`config.mk`:
```
export PLATFORM = sky130hd
export DESIGN_NAME = multicycle_control_flat
export DESIGN_NICKNAME = d
export VERILOG_FILES = /design/src/rtl/multicycle_control_pkg.sv /design/src/rtl/multicycle_control_if.sv /design/src/rtl/alu_control.sv /design/src/rtl/multicycle_control.sv /design/src/flat_wrapper.sv
export SDC_FILE = /design/constraint.sdc
export NUM_CORES = 1
export LEC_CHECK = 0
export BUFFER_PORTS_ARGS = -buffer_cell sky130_fd_sc_hd__buf_2
export CAP_MARGIN = 20
export CORE_ASPECT_RATIO = 1.4
export CORE_UTILIZATION = 47
export CTS_BUF_LIST = sky130_fd_sc_hd__clkbuf_16
export DETAILED_ROUTE_END_ITERATION = 16
export PLACE_DENSITY = 0.76
export SYNTH_ARGS = -nofsm -noshare
export SYNTH_HDL_FRONTEND = slang
export SYNTH_SLANG_ARGS = --single-unit
```
`constraint.sdc`:
```
create_clock -name clk -period 2 [get_ports clk]
set_input_delay 0.1 -clock clk [delete_from_list [all_inputs] [get_ports clk]]
set_output_delay 0.1 -clock clk [all_outputs]
set_load 0.02 [all_outputs]
```
`src/rtl/multicycle_control_pkg.sv`:
```
// Shared definitions for the multicycle controller and its datapath:
// state encoding, opcode constants, ALU operand-B selects, ALU op codes.
package multicycle_control_pkg;

    typedef enum logic [3:0] {
        FETCH    = 4'd0,
        DECODE   = 4'd1,
        MEMADR   = 4'd2,
        MEMREAD  = 4'd3,
        MEMWB    = 4'd4,
        MEMWRITE = 4'd5,
        EXEC_R   = 4'd6,
        EXEC_I   = 4'd7,
        ALUWB    = 4'd8,
        BRANCH   = 4'd9,
        TRAP     = 4'd10
    } state_t;

    localparam logic [6:0] OP_LOAD   = 7'b0000011;
    localparam logic [6:0] OP_STORE  = 7'b0100011;
    localparam logic [6:0] OP_RTYPE  = 7'b0110011;
    localparam logic [6:0] OP_ITYPE  = 7'b0010011;
    localparam logic [6:0] OP_BRANCH = 7'b1100011;

    localparam logic [2:0] F3_ADD = 3'b000;
    localparam logic [2:0] F3_OR  = 3'b110;
    localparam logic [2:0] F3_AND = 3'b111;

    localparam logic [1:0] SRCB_REG  = 2'b00;
    localparam logic [1:0] SRCB_FOUR = 2'b01;
    localparam logic [1:0] SRCB_IMM  = 2'b10;

    localparam logic [3:0] ALU_AND = 4'b0000;
    localparam logic [3:0] ALU_OR  = 4'b0001;
    localparam logic [3:0] ALU_ADD = 4'b0010;
    localparam logic [3:0] ALU_SUB = 4'b0110;

    // Registered control word. 'branch' marks the state whose PC write is
    // qualified by the live ALU zero flag rather than a stored value.
    typedef struct packed {
        logic       pc_write;
        logic       branch;
        logic       iord;
        logic       mem_read;
        logic       mem_write;
        logic       ir_write;
        logic       mem_to_reg;
        logic       alu_src_a;
        logic [1:0] alu_src_b;
        logic [3:0] alu_ctl;
        logic       reg_write;
        logic       pc_source;
        logic       illegal;
    } ctrl_t;

    // Moore output table: control word driven while sitting in state s.
    // exec_alu is only consulted for the execute states.
    function automatic ctrl_t ctrl_for(input state_t s, input logic [3:0] exec_alu);
        ctrl_t c;
        c = '0;
        case (s)
            FETCH: begin
                c.mem_read  = 1'b1;
                c.ir_write  = 1'b1;
                c.alu_src_b = SRCB_FOUR;
                c.alu_ctl   = ALU_ADD;
            end
            DECODE: begin
                c.pc_write  = 1'b1;
                c.pc_source = 1'b1;
                c.alu_src_b = SRCB_IMM;
                c.alu_ctl   = ALU_ADD;
            end
            MEMADR: begin
                c.alu_src_a = 1'b1;
                c.alu_src_b = SRCB_IMM;
                c.alu_ctl   = ALU_ADD;
            end
            MEMREAD: begin
                c.mem_read  = 1'b1;
                c.iord      = 1'b1;
                c.alu_src_a = 1'b1;
                c.alu_src_b = SRCB_IMM;
                c.alu_ctl   = ALU_ADD;
            end
            MEMWB: begin
                c.reg_write  = 1'b1;
                c.mem_to_reg = 1'b1;
            end
            MEMWRITE: begin
                c.mem_write = 1'b1;
                c.iord      = 1'b1;
                c.alu_src_a = 1'b1;
                c.alu_src_b = SRCB_IMM;
                c.alu_ctl   = ALU_ADD;
            end
            EXEC_R: begin
                c.alu_src_a = 1'b1;
                c.alu_src_b = SRCB_REG;
                c.alu_ctl   = exec_alu;
            end
            EXEC_I: begin
                c.alu_src_a = 1'b1;
                c.alu_src_b = SRCB_IMM;
                c.alu_ctl   = exec_alu;
            end
            ALUWB: begin
                c.reg_write = 1'b1;
            end
            BRANCH: begin
                c.branch    = 1'b1;
                c.alu_src_a = 1'b1;
                c.alu_src_b = SRCB_REG;
                c.alu_ctl   = ALU_SUB;
                c.pc_source = 1'b1;
            end
            TRAP: begin
                c.illegal = 1'b1;
            end
            default: ;
        endcase
        return c;
    endfunction

endpackage

```
`src/rtl/multicycle_control_if.sv`:
```
// Controller <-> datapath bundle. There is no valid/ready handshake here:
// every signal is a level that is meaningful in each clock cycle; the
// controller (master) drives the control word and state, the datapath
// (slave) drives the instruction fields and the ALU zero flag.
interface multicycle_control_if;
    import multicycle_control_pkg::*;

    logic [6:0] opcode;
    logic [2:0] funct3;
    logic       funct7_5;
    logic       zero;

    logic       PCWrite;
    logic       IorD;
    logic       MemRead;
    logic       MemWrite;
    logic       IRWrite;
    logic       MemtoReg;
    logic       ALUSrcA;
    logic [1:0] ALUSrcB;
    logic [3:0] ALUControl;
    logic       RegWrite;
    logic       PCSource;
    logic       illegal;
    state_t     state;

    modport master (
        input  opcode, funct3, funct7_5, zero,
        output PCWrite, IorD, MemRead, MemWrite, IRWrite, MemtoReg,
               ALUSrcA, ALUSrcB, ALUControl, RegWrite, PCSource,
               illegal, state
    );

    modport slave (
        output opcode, funct3, funct7_5, zero,
        input  PCWrite, IorD, MemRead, MemWrite, IRWrite, MemtoReg,
               ALUSrcA, ALUSrcB, ALUControl, RegWrite, PCSource,
               illegal, state
    );

endinterface

```
`src/rtl/alu_control.sv`:
```
// Combinational funct decode: ALU op for R/I-type execute and whether the
// funct3 value is one this machine implements.
module alu_control
    import multicycle_control_pkg::*;
(
    input  logic [2:0] funct3,
    input  logic       funct7_5,
    input  logic       r_type,
    output logic [3:0] alu_ctl,
    output logic       legal
);

    // funct3 selects the op; funct7_5 only turns ADD into SUB for R-type
    // (for I-type that bit belongs to the immediate).
    always_comb begin
        alu_ctl = ALU_ADD;
        legal   = 1'b1;
        case (funct3)
            F3_ADD:  alu_ctl = (r_type && funct7_5) ? ALU_SUB : ALU_ADD;
            F3_AND:  alu_ctl = ALU_AND;
            F3_OR:   alu_ctl = ALU_OR;
            default: legal   = 1'b0;
        endcase
    end

endmodule

```
`src/rtl/multicycle_control.sv`:
```
// Multicycle RISC-V style main controller. Moore FSM with registered
// control outputs; enables are forced low while reset is high so a reset
// landing mid-instruction aborts it without any further writes.
module multicycle_control
    import multicycle_control_pkg::*;
(
    input  logic                  clk,
    input  logic                  reset,
    multicycle_control_if.master  bus
);

    state_t     state_q;
    state_t     state_next;
    ctrl_t      ctrl_q;
    logic [3:0] exec_alu;
    logic       funct_legal;

    alu_control u_alu_control (
        .funct3   (bus.funct3),
        .funct7_5 (bus.funct7_5),
        .r_type   (bus.opcode == OP_RTYPE),
        .alu_ctl  (exec_alu),
        .legal    (funct_legal)
    );

    // Next-state selection; DECODE dispatches on opcode and funct legality.
    always_comb begin
        state_next = state_q;
        case (state_q)
            FETCH:  state_next = DECODE;
            DECODE: begin
                case (bus.opcode)
                    OP_LOAD, OP_STORE: state_next = MEMADR;
                    OP_RTYPE:          state_next = funct_legal ? EXEC_R : TRAP;
                    OP_ITYPE:          state_next = funct_legal ? EXEC_I : TRAP;
                    OP_BRANCH:         state_next = BRANCH;
                    default:           state_next = TRAP;
                endcase
            end
            MEMADR:   state_next = (bus.opcode == OP_LOAD) ? MEMREAD : MEMWRITE;
            MEMREAD:  state_next = MEMWB;
            MEMWB:    state_next = FETCH;
            MEMWRITE: state_next = FETCH;
            EXEC_R:   state_next = ALUWB;
            EXEC_I:   state_next = ALUWB;
            ALUWB:    state_next = FETCH;
            BRANCH:   state_next = FETCH;
            TRAP:     state_next = TRAP;
            default:  state_next = FETCH;
        endcase
    end

    // State register plus the control word for the state being entered.
    always_ff @(posedge clk) begin
        if (reset) begin
            state_q <= FETCH;
            ctrl_q  <= ctrl_for(FETCH, ALU_ADD);
        end else begin
            state_q <= state_next;
            ctrl_q  <= ctrl_for(state_next, exec_alu);
        end
    end

    // The branch PC write depends on the zero flag the ALU produces during
    // BRANCH itself, so it is qualified combinationally.
    assign bus.PCWrite    = ~reset & (ctrl_q.pc_write | (ctrl_q.branch & bus.zero));
    assign bus.MemRead    = ~reset & ctrl_q.mem_read;
    assign bus.MemWrite   = ~reset & ctrl_q.mem_write;
    assign bus.IRWrite    = ~reset & ctrl_q.ir_write;
    assign bus.RegWrite   = ~reset & ctrl_q.reg_write;
    assign bus.IorD       = ctrl_q.iord;
    assign bus.MemtoReg   = ctrl_q.mem_to_reg;
    assign bus.ALUSrcA    = ctrl_q.alu_src_a;
    assign bus.ALUSrcB    = ctrl_q.alu_src_b;
    assign bus.ALUControl = ctrl_q.alu_ctl;
    assign bus.PCSource   = ctrl_q.pc_source;
    assign bus.illegal    = ctrl_q.illegal;
    assign bus.state      = state_q;

endmodule

```
`src/flat_wrapper.sv`:
```
// flat-port wrapper written by rule: the top's interface ports become plain ports
module multicycle_control_flat import multicycle_control_pkg::*;
  (clk, reset, bus_opcode, bus_funct3, bus_funct7_5, bus_zero, bus_PCWrite, bus_IorD, bus_MemRead, bus_MemWrite, bus_IRWrite, bus_MemtoReg, bus_ALUSrcA, bus_ALUSrcB, bus_ALUControl, bus_RegWrite, bus_PCSource, bus_illegal, bus_state);
  multicycle_control_if bus_i ();
  input  logic clk;
  input  logic reset;
  input wire logic [$bits(bus_i.opcode)-1:0] bus_opcode;
  input wire logic [$bits(bus_i.funct3)-1:0] bus_funct3;
  input wire logic [$bits(bus_i.funct7_5)-1:0] bus_funct7_5;
  input wire logic [$bits(bus_i.zero)-1:0] bus_zero;
  output wire logic [$bits(bus_i.PCWrite)-1:0] bus_PCWrite;
  output wire logic [$bits(bus_i.IorD)-1:0] bus_IorD;
  output wire logic [$bits(bus_i.MemRead)-1:0] bus_MemRead;
  output wire logic [$bits(bus_i.MemWrite)-1:0] bus_MemWrite;
  output wire logic [$bits(bus_i.IRWrite)-1:0] bus_IRWrite;
  output wire logic [$bits(bus_i.MemtoReg)-1:0] bus_MemtoReg;
  output wire logic [$bits(bus_i.ALUSrcA)-1:0] bus_ALUSrcA;
  output wire logic [$bits(bus_i.ALUSrcB)-1:0] bus_ALUSrcB;
  output wire logic [$bits(bus_i.ALUControl)-1:0] bus_ALUControl;
  output wire logic [$bits(bus_i.RegWrite)-1:0] bus_RegWrite;
  output wire logic [$bits(bus_i.PCSource)-1:0] bus_PCSource;
  output wire logic [$bits(bus_i.illegal)-1:0] bus_illegal;
  output wire logic [$bits(bus_i.state)-1:0] bus_state;
  assign bus_i.opcode = bus_opcode;
  assign bus_i.funct3 = bus_funct3;
  assign bus_i.funct7_5 = bus_funct7_5;
  assign bus_i.zero = bus_zero;
  assign bus_PCWrite = bus_i.PCWrite;
  assign bus_IorD = bus_i.IorD;
  assign bus_MemRead = bus_i.MemRead;
  assign bus_MemWrite = bus_i.MemWrite;
  assign bus_IRWrite = bus_i.IRWrite;
  assign bus_MemtoReg = bus_i.MemtoReg;
  assign bus_ALUSrcA = bus_i.ALUSrcA;
  assign bus_ALUSrcB = bus_i.ALUSrcB;
  assign bus_ALUControl = bus_i.ALUControl;
  assign bus_RegWrite = bus_i.RegWrite;
  assign bus_PCSource = bus_i.PCSource;
  assign bus_illegal = bus_i.illegal;
  assign bus_state = bus_i.state;
  multicycle_control u_core (.clk(clk), .reset(reset), .bus(bus_i));
endmodule
```
# Yosys cells after proc, flatten, opt, wreduce, memory -nomap -nowiden
# Cells that the tools add are included.
[classes]
bitwise = 8
eq_ne = 23
n_reduce_logical = 13
n_mux = 20
[ops]
columns = ["operator", "n"]
rows = [
  ["$pmux W6 S5", 1],
  ["$eq A4 B3 Y1 const B", 6],
  ["$pmux W4 S6", 1],
  ["$eq A4 B2 Y1 const B", 4],
  ["$eq A4 B4 Y1 const B", 4],
  ["$pmux W4 S4", 1],
  ["$eq A7 B6 Y1 const B", 2],
  ["$mux W1", 12],
  ["$reduce_or A2 Y1", 6],
  ["$pmux W3 S3", 1],
  ["$eq A4 B1 Y1 const B", 2],
  ["$logic_not A4 Y1", 2],
  ["$mux W4", 2],
  ["$eq A7 B2 Y1 const B", 1],
  ["$eq A7 B5 Y1 const B", 1],
  ["$eq A7 B7 Y1 const B", 1],
  ["$and A1 B1 Y1", 6],
  ["$eq A3 B3 Y1 const B", 2],
  ["$mux W3", 2],
  ["$reduce_or A6 Y1", 1],
  ["$reduce_or A4 Y1", 1],
  ["$logic_not A3 Y1", 1],
  ["$reduce_or A3 Y1", 1],
  ["$logic_and A1 B1 Y1", 1],
  ["2 further kinds", 2],
]
[totals]
out_inout_bits = 20
register_bits = 21
in_bits = 14

# Longest topological paths before layout
# Gate-level depths: netlist of run 1.
[logic_depth]
word_depth = 9
mapped_depth = 7

# Cells and area by module
# From an unflattened synthesis of run 1, not the netlist that was laid out.
[hier_totals]
cells_unflattened = 106
area_unflattened_um2 = 1017.2
[modules_own_cells]
columns = ["mod", "cells_each", "area_per_inst_um2", "instances", "seq_area_each_um2"]
rows = [
  ["multicycle_control", 98, 973.4, 1, 420.4],
  ["alu_control", 8, 43.8, 1, 0.0],
]

# Least setup slack after synthesis of run 1
# No wires, ideal clock.
[synth_timing]
kind = "register to register"
from = "reg u_core.state_q[0], in the netlist u_core.bus.state[0]"
to = "reg u_core.ctrl_q (netlist bit u_core.bus.ALUControl[1])"
n_path_buf = 1
arrival_ps = 1535
setup_ps = 95
stages_incl_launch_ff = 6
slack_ps = 369
required_time_ps = 1905
path_cell_list = "dfxtp_1 -> nor2b_1 -> a32o_1 -> clkbuf_1 -> or3_1 -> o311ai_1"
[synth_between]
elab_chain_len = 6
word_cells_on_any_way = 19
classes_between = "eq/ne: 13; mux: 2; reduce/logical: 4"
[synth_rtl]
columns = ["element", "line_no", "text"]
rows = [
  ["start: declaration", "multicycle_control.sv:12", "state_t state_q;"],
  ["start signal: assignment", "multicycle_control.sv:59", "state_q <= state_next;"],
  ["$eq A4 B3 Y1", "multicycle_control.sv:29", "case (state_q)"],
  ["$reduce_or A2 Y1 (no source line)", "-", ""],
  ["$pmux W4 S6 *", "multicycle_control.sv:29", ""],
  ["$eq A4 B1 Y1 (tied with other cells)", "multicycle_control_pkg.sv:61", "case (s)"],
  ["$reduce_or A4 Y1 (no source line)", "-", ""],
  ["$pmux W6 S5 *", "multicycle_control_pkg.sv:61", ""],
  ["end signal: assignment", "multicycle_control.sv:57", "ctrl_q <= ctrl_for(FETCH, ALU_ADD);"],
  ["end signal: assignment", "multicycle_control.sv:60", "ctrl_q <= ctrl_for(state_next, exec_alu);"],
  ["end: declaration", "multicycle_control.sv:14", "ctrl_t ctrl_q;"],
]
# Mark *: on every way between the ends. The rest lies on a longest branch, timed or not.
# A chain may end at the register's enable or synchronous reset.

# Final worst setup path of run 1
[layout_timing]
from = "reg u_core.state_q[1], in the netlist u_core.bus.state[1]"
to = "reg u_core.ctrl_q (netlist bit u_core.bus.ALUControl[1])"
# Same word-level chain as after synthesis.

==> results.py, run 1 <==
metrics = {
    "run_status": {
        "outcome": "complete, no violations",
    },
    "setup_path": {
        "regToRegStartpoint": "u_core.bus.state[1]$_SDFF_PP0_",
        "critical_path_class": "reg -> reg",
        "required_ns": 2.16,
        "endpoint_kind": "flop",
        "startpoint": "u_core.bus.state[1]$_SDFF_PP0_",
        "start_kind": "flop",
        "slowest_delay_ns": 0.46,
        "cp_cell_sequence": "nor2b_1, a21boi_0, or3_1, o311ai_1",
        "crit_fanout": 7,
        "slowest_stage": "dfxtp_1",
        "arrival_ns": 1.80,
    },
    "power_and_ir_drop": {
        "p_per_area_nw_per_um2": 1220,
        "seq_power_share": 0.339,
        "sw_frac_of_total": 0.301,
        "power_mw": 1.46,
        "internal_power_mw": 1.02,
        "p_leak_nw": 0.543,
        "p_comb_frac": 0.292,
        "ir_drop_v": 0.000706,
        "clock_power_share": 0.369,
        "switchingPower_mw": 0.441,
    },
    "logic_synthesis": {
        "synth_top_area_cell": "dfxtp_1",
        "synth_seq_cells": 20,
        "yosys.area_share.simple": 0.301,
        "synth_cell_types": 38,
        "synth_top_family_by_area": "simple AND/OR/NAND/NOR gates",
        "synth_common_cells": "20 x dfxtp_1, 13 x nor2_1, 8 x nor2b_1",
        "syn-num-nets": 124,
        "synthArstFlopShare": 0,
        "synth_compound_area_frac": 0.195,
        "synth.area.top_cells": "dfxtp_1 42%, nor2b_1 5.3%, nor2_1 5.2%",
        "synth-adder-area-share": 0,
        "synth_top_cell_area_share": 0.424,
        "synth-xor-area-share": 0,
        "synth_ff_type": "dfxtp_1",
        "synth_edf_count": 0,
        "avgSynthCellArea_um2": 8.59,
        "yosysMostFrequentCell": "dfxtp_1",
        "synth_cells": 110,
        "synth-warning-count": 0,
        "seq_area_frac_synth": 0.424,
        "synthesis.area_um2": 945,
        "muxShareOfSynthArea": 0,
    },
    "timing": {
        "drv_slew": 0,
        "clock_skew_ns": 0.00365,
        "max_freq_mhz": 607,
        "tightest_slew_ns": 0.679,
        "finalHoldViolations": 0,
        "setup_slack_ns": 0.354,
        "fin_crit_sh": 0.823,
        "setup_viol": 0,
        "setup-tns-final_ns": 0,
        "rsz0062_at_grt": "false",
        "slew_headroom": 0.545,
        "hold_slack_ns": 0.128,
        "period_needed_ns": 1.65,
    },
    "cts": {
        "clk_pin_slew_ns": 0.06,
        "clock_path_buffers": 2,
        "cts_sinks": 20,
        "cts_setup_buffers": 0,
        "htreeDepth": 1,
        "holdBufCountCts": 0,
        "cts_buffers": 3,
        "clock_latency_ns": 0.25,
        "clock_tree.root_cell": "clkbuf_16",
        "cts_tree": "built",
    },
    "floorplanning": {
        "io_pins": 34,
        "start_util": 0.518,
        "die-area_um2": 2200,
        "die_h_um": 55.0,
        "fp.dieW_um": 39.9,
        "core_um2": 1820,
        "row_count": 18,
    },
    "grt": {
        "grt_util_met2": 0.411,
        "grt_pass1_vias": 800,
        "grt-ovfl-total": 0,
        "grt.met3_usage": 0.0360,
        "grt_pass1_wl_um": 3480,
        "grt_usage": 0.240,
        "grt_start_max_net_pins": 19,
        "grt-busiest-layer": "met2",
        "antenna_found_initial": 0,
        "grt_use_met1": 0.278,
    },
    "final_layout": {
        "multi_input_area_um2": 472,
        "syn_to_final_growth_pct": 26.6,
        "seq_area_um2": 400,
        "fin_nets": 154,
        "fill_cells": 155,
        "final_area_um2": 1200,
        "diodes": 0,
        "fin_util": 0.656,
        "stdcell_count": 159,
        "drive_above_1_share": 0.345,
    },
    "place": {
        "routabilityCongestion": 0.911,
        "post-place-ws_ns": 0.182,
        "post_dp_cell_area_um2": 1090,
        "place_hpwl_um": 1620,
        "numPortBuffers": 32,
        "placed_cells": 155,
    },
    "min_path": {
        "min_from": "bus_funct3[0]",
        "hold_path_class": "in -> reg",
    },
    "routing": {
        "drc": 0,
        "avgRoutedWirePerCell_um": 13.7,
        "vias": 859,
        "ant_nets": 0,
        "viasPerCell": 5.40,
        "drt_iter0_drc": 14,
        "wirelength_um": 2170,
        "drtPass1Iterations": 4,
    },
    "flow_run": {
        "maxCapViolCount": 0,
    },
}
[registers in the layout (all words and copies together), names as in the netlist]
| name | cells |
|---|---|
| u_core.bus.ALUSrcB | 2 |
| u_core.bus.IorD | 1 |
| u_core.bus.PCSource | 1 |
| u_core.bus.MemtoReg | 1 |
| u_core.bus.ALUSrcA | 1 |
| u_core.bus.illegal | 1 |
| u_core.bus.state | 4 |
| u_core.bus.ALUControl | 3 |
| u_core.ctrl_q | 6 |
[placed cells by master, fill, tap and decap left out, types with 4 or more instances in the layout]
cell type	Yosys	layout
buf_2	1	32
dfxtp_1	20	20
nor2_1	13	13
nor2b_1	8	8
nand2_1	7	7
a21oi_1	4	4
o21ai_0	5	4
nor3_1	4	4
[power groups by stage]
stage	Combinational [mW]	Clock, mW	Sequential [mW]
floorplan	0.268	0	0.540
global placement	0.419	0	0.500
detailed placement	0.424	0	0.502
CTS	0.428	0.542	0.496
global route	0.472	0.557	0.504
finish	0.428	0.541	0.496
[worst max-delay path: cells and delay by family (launching register included)]
family	cells	cell delay, ns
compound gates	2	0.40
simple gates	2	0.69
flops	1	0.46
[timing repair]
item,4_1_cts,5_1_grt
resized for setup,0,1
endpoints found under the setup margin,0,1
hold endpoints to repair,0,0
[kinds of logic (layout without fill, tap and decap cells)]
logic type / after synthesis / count (layout)
other cells: 1 / 1
compound gates: 25 / 25
buf+inv: 13 / 42
simple gates: 51 / 51
flops: 20 / 20
[routing by layer]
layer / vias to the layer above / part of all wire
li1: 439 / -
met1: 383 / 0.42
met2: 33 / 0.52
met3: 4 / 0.044
met4: 0 / 0.020
met5: - / 0
[final timing paths]
path / endpoint / slack [ns] / depth (start not counted)
worst max register to register: u_core.bus.ALUControl[1]$_SDFF_PP1_ / 0.35 / 4
worst max-delay path: u_core.bus.ALUControl[1]$_SDFF_PP1_ / 0.35 / 4
worst min register to register: u_core.bus.ALUControl[1]$_SDFF_PP1_ / 0.66 / 1
worst min-delay path: u_core.bus.ALUControl[0]$_SDFF_PP0_ / 0.13 / 4
[area by class of cell]
type / count / area share
clock inverter: 1 / 0.0251
inverter: 3 / 0.00941
tap: 20 / 0.0209
timing repair buffer: 35 / 0.153
multi-input combinational: 77 / 0.394
clock buffer: 3 / 0.0628
sequential: 20 / 0.335
Note: power is estimated with default switching activity, not from simulation.
==> run 2, diff against run 1 <==
--- a/config.mk
+++ b/config.mk
@@ -5,6 +5,7 @@
 export SDC_FILE = /design/constraint.sdc
 export NUM_CORES = 1
 export LEC_CHECK = 0
+export ABC_AREA = 1
 export BUFFER_PORTS_ARGS = -buffer_cell sky130_fd_sc_hd__buf_2
 export CAP_MARGIN = 20
 export CORE_ASPECT_RATIO = 1.4
==> constraint.sdc (replaced) <==
create_clock -name clk -period 1.7 [get_ports clk]
set_input_delay 0.085 -clock clk [delete_from_list [all_inputs] [get_ports clk]]
set_output_delay 0.085 -clock clk [all_outputs]
set_load 0.02 [all_outputs]
==> run 2 against run 1 <==
  * Register-to-register slack got worse by 0.13 ns
  * Hold slack got worse by 0.12 ns
  * Critical path depth rose by 6
  * Combinational power fell by 18%
  * Clock power fell by 13%
  * Non-clock buffer count fell by 3
  * Worst setup slack got worse by 0.13 ns
  * First-iteration DRC count fell by 36%
  * Maximum frequency rose by 12%
  * Die area rose by 0.63%
  * Design area fell by 2.8%
==> results.py, run 2 <==
metrics = {
    "routing": {
        "ant_nets": 0,
        "drc": 0,
        "vias": 909,
        "drt_iter0_drc": 9,
        "viasPerCell": 4.86,
        "drtPass1Iterations": 4,
        "wirelength_um": 1970,
        "avgRoutedWirePerCell_um": 10.5,
    },
    "grt": {
        "grt_pass1_vias": 825,
        "grt-ovfl-total": 0,
        "grt_usage": 0.204,
        "grt_start_max_net_pins": 19,
        "antenna_found_initial": 0,
        "grt_pass1_wl_um": 3200,
    },
    "final_layout": {
        "syn_to_final_growth_pct": 22.2,
        "fin_util": 0.637,
        "final_cell_mix": "32 x buf_2, 27 x nand2_1, 22 x inv_1",
        "drive_above_1_share": 0.275,
        "fill_cells": 177,
        "layout_commonest_cell": "buf_2",
        "regMostFlops": "u_core.ctrl_q",
        "final_area_um2": 1160,
        "largest_register_ffs": 6,
        "diodes": 0,
        "fin_nets": 182,
    },
    "logic_synthesis": {
        "synth_common_cells": "27 x nand2_1, 22 x inv_1, 20 x dfxtp_1, 20 x nor2_1, 11 x nand3_1",
        "synth_compound_area_frac": 0.0500,
        "synth-adder-area-share": 0,
        "synthesis.area_um2": 951,
        "synth_ff_type": "dfxtp_1",
        "synthArstFlopShare": 0,
        "synth_edf_count": 0,
        "seq_area_frac_synth": 0.421,
        "synth_top_family_by_area": "simple AND/OR/NAND/NOR gates",
        "yosysMostFrequentCell": "nand2_1",
        "yosys.area_share.simple": 0.371,
        "syn-num-nets": 153,
        "muxShareOfSynthArea": 0,
        "synth.area.top_cells": "dfxtp_1 42%, nand2_1 11%, inv_1 8.7%",
        "synth_cell_types": 20,
        "avgSynthCellArea_um2": 6.84,
        "synth_seq_cells": 20,
        "synth_cells": 139,
        "synth-warning-count": 0,
        "synth-xor-area-share": 0,
        "synth_top_area_cell": "dfxtp_1",
        "synth_top_cell_area_share": 0.421,
    },
    "setup_path": {
        "crit_fanout": 6,
        "arrival_ns": 1.67,
        "critical_path_class": "reg -> reg",
        "endpoint_kind": "flop",
        "required_ns": 1.89,
        "start_kind": "flop",
    },
    "timing": {
        "finalHoldViolations": 0,
        "max_freq_mhz": 680,
        "fin_crit_sh": 0.865,
        "clock_skew_ns": 0.00133,
        "rsz0062_at_grt": "false",
        "setup-tns-final_ns": 0,
        "setup_viol": 0,
        "drv_slew": 0,
        "period_needed_ns": 1.47,
    },
    "place": {
        "post_dp_cell_area_um2": 1080,
        "place_hpwl_um": 1580,
        "routabilityCongestion": 0.913,
        "numPortBuffers": 32,
    },
    "cts": {
        "clk_pin_slew_ns": 0.05,
        "clock_path_buffers": 2,
        "cts_sinks": 20,
        "cts_setup_buffers": 0,
        "clock_tree.root_cell": "clkbuf_16",
        "ctsResizeCount": 0,
        "clock_latency_ns": 0.25,
        "holdBufCountCts": 0,
        "cts_tree": "built",
        "cts_buffers": 3,
        "htreeDepth": 1,
    },
    "floorplanning": {
        "start_util": 0.521,
        "die_h_um": 55.2,
        "core_um2": 1820,
        "row_count": 18,
        "io_pins": 34,
        "die-area_um2": 2210,
        "fp.dieW_um": 40.0,
    },
    "power_and_ir_drop": {
        "ir_drop_v": 0.000616,
        "p_per_area_nw_per_um2": 1190,
        "p_leak_nw": 0.651,
    },
    "min_path": {
        "hold_path_class": "in -> reg",
    },
    "flow_run": {
        "maxCapViolCount": 0,
    },
    "run_status": {
        "outcome": "complete, no violations",
    },
}
==> run 2: cell types whose count changed after synthesis, sizes merged, moves of 5 or more <==
cell	delta
inv	+22
nand3	+12
o21ai	-5
nor2b	-8
nand2	+23
nor2	+10
==> run 2: cell families (layout without fill, tap and decap cells) <==
kind of cell / Yosys count / in the layout
and+or+nand+nor: 77 / 77
buffers and inverters: 33 / 61
DFF: 20 / 20
AOI/OAI and AO/OA: 8 / 8
other: 1 / 1
==> run 2: through the flow <==
stage | hold WS [ns] | std cells | power, mW | setup slack [ns]
CTS | 0.0118 | 187 | 1.39 | 0.259
finish | 0.0115 | 187 | 1.38 | 0.229
floorplan | 0.163 | 139 | 0.838 | 0.321
global placement | 0.266 | 183 | 0.919 | 0.236
global route | 0.0151 | 187 | 1.47 | 0.0663
detailed placement | 0.273 | 183 | 0.918 | 0.281
==> run 2: final cells by class <==
type / instances / area (µm²) / area share
repair buffers: 32 / 160 / 0.138
inverters: 25 / 93.8 / 0.0807
clock inverters: 1 / 3.75 / 0.00323
well taps: 20 / 25.0 / 0.0215
flip-flops and latches: 20 / 400 / 0.344
clock buffers: 3 / 75.1 / 0.0646
multi-input cells: 86 / 404 / 0.348
==> run 2: path summary, 6_finish.rpt <==
check | from | endpoint | slack [ns] | depth (start not counted)
setup / recovery | u_core.bus.state[3]$_SDFF_PP0_ | u_core.bus.ALUSrcA$_SDFF_PP0_ | 0.23 | 10
hold / removal | bus_funct3[0] | u_core.bus.ALUControl[0]$_SDFF_PP0_ | 0.01 | 2
setup reg to reg | u_core.bus.state[3]$_SDFF_PP0_ | u_core.bus.ALUSrcA$_SDFF_PP0_ | 0.23 | 10
hold reg to reg | u_core.bus.state[2]$_SDFF_PP0_ | u_core.ctrl_q[2]$_SDFF_PP0_ | 0.56 | 2
==> run 2: where the power goes <==
part	internal, mW	total (mW)	switching (mW)
clock network	0.313	0.472	0.159
logic	0.114	0.351	0.237
registers	0.530	0.558	0.0280
total	0.957	1.38	0.424
==> run 2: worst max-delay path: stages (launching register included) <==
cell and delay [ns]:
dfxtp_1 0.39, inv_1 0.11, nand2_4 0.10, inv_1 0.09, nand3_1 0.14, nand2_1 0.09
nor2_2 0.19, nand3_2 0.12, nand3_1 0.09, nand2_1 0.06, nand2_1 0.05
==> run 2: metal layers <==
metal / track usage / wire, µm / vias up
met3: 0.0281 / 67 / 6
met2: 0.334 / 1030 / 28
met1: 0.220 / 817 / 393
met4: 0.143 / 56 / 0
met5: 0 / 0 / -
li1: - / - / 482
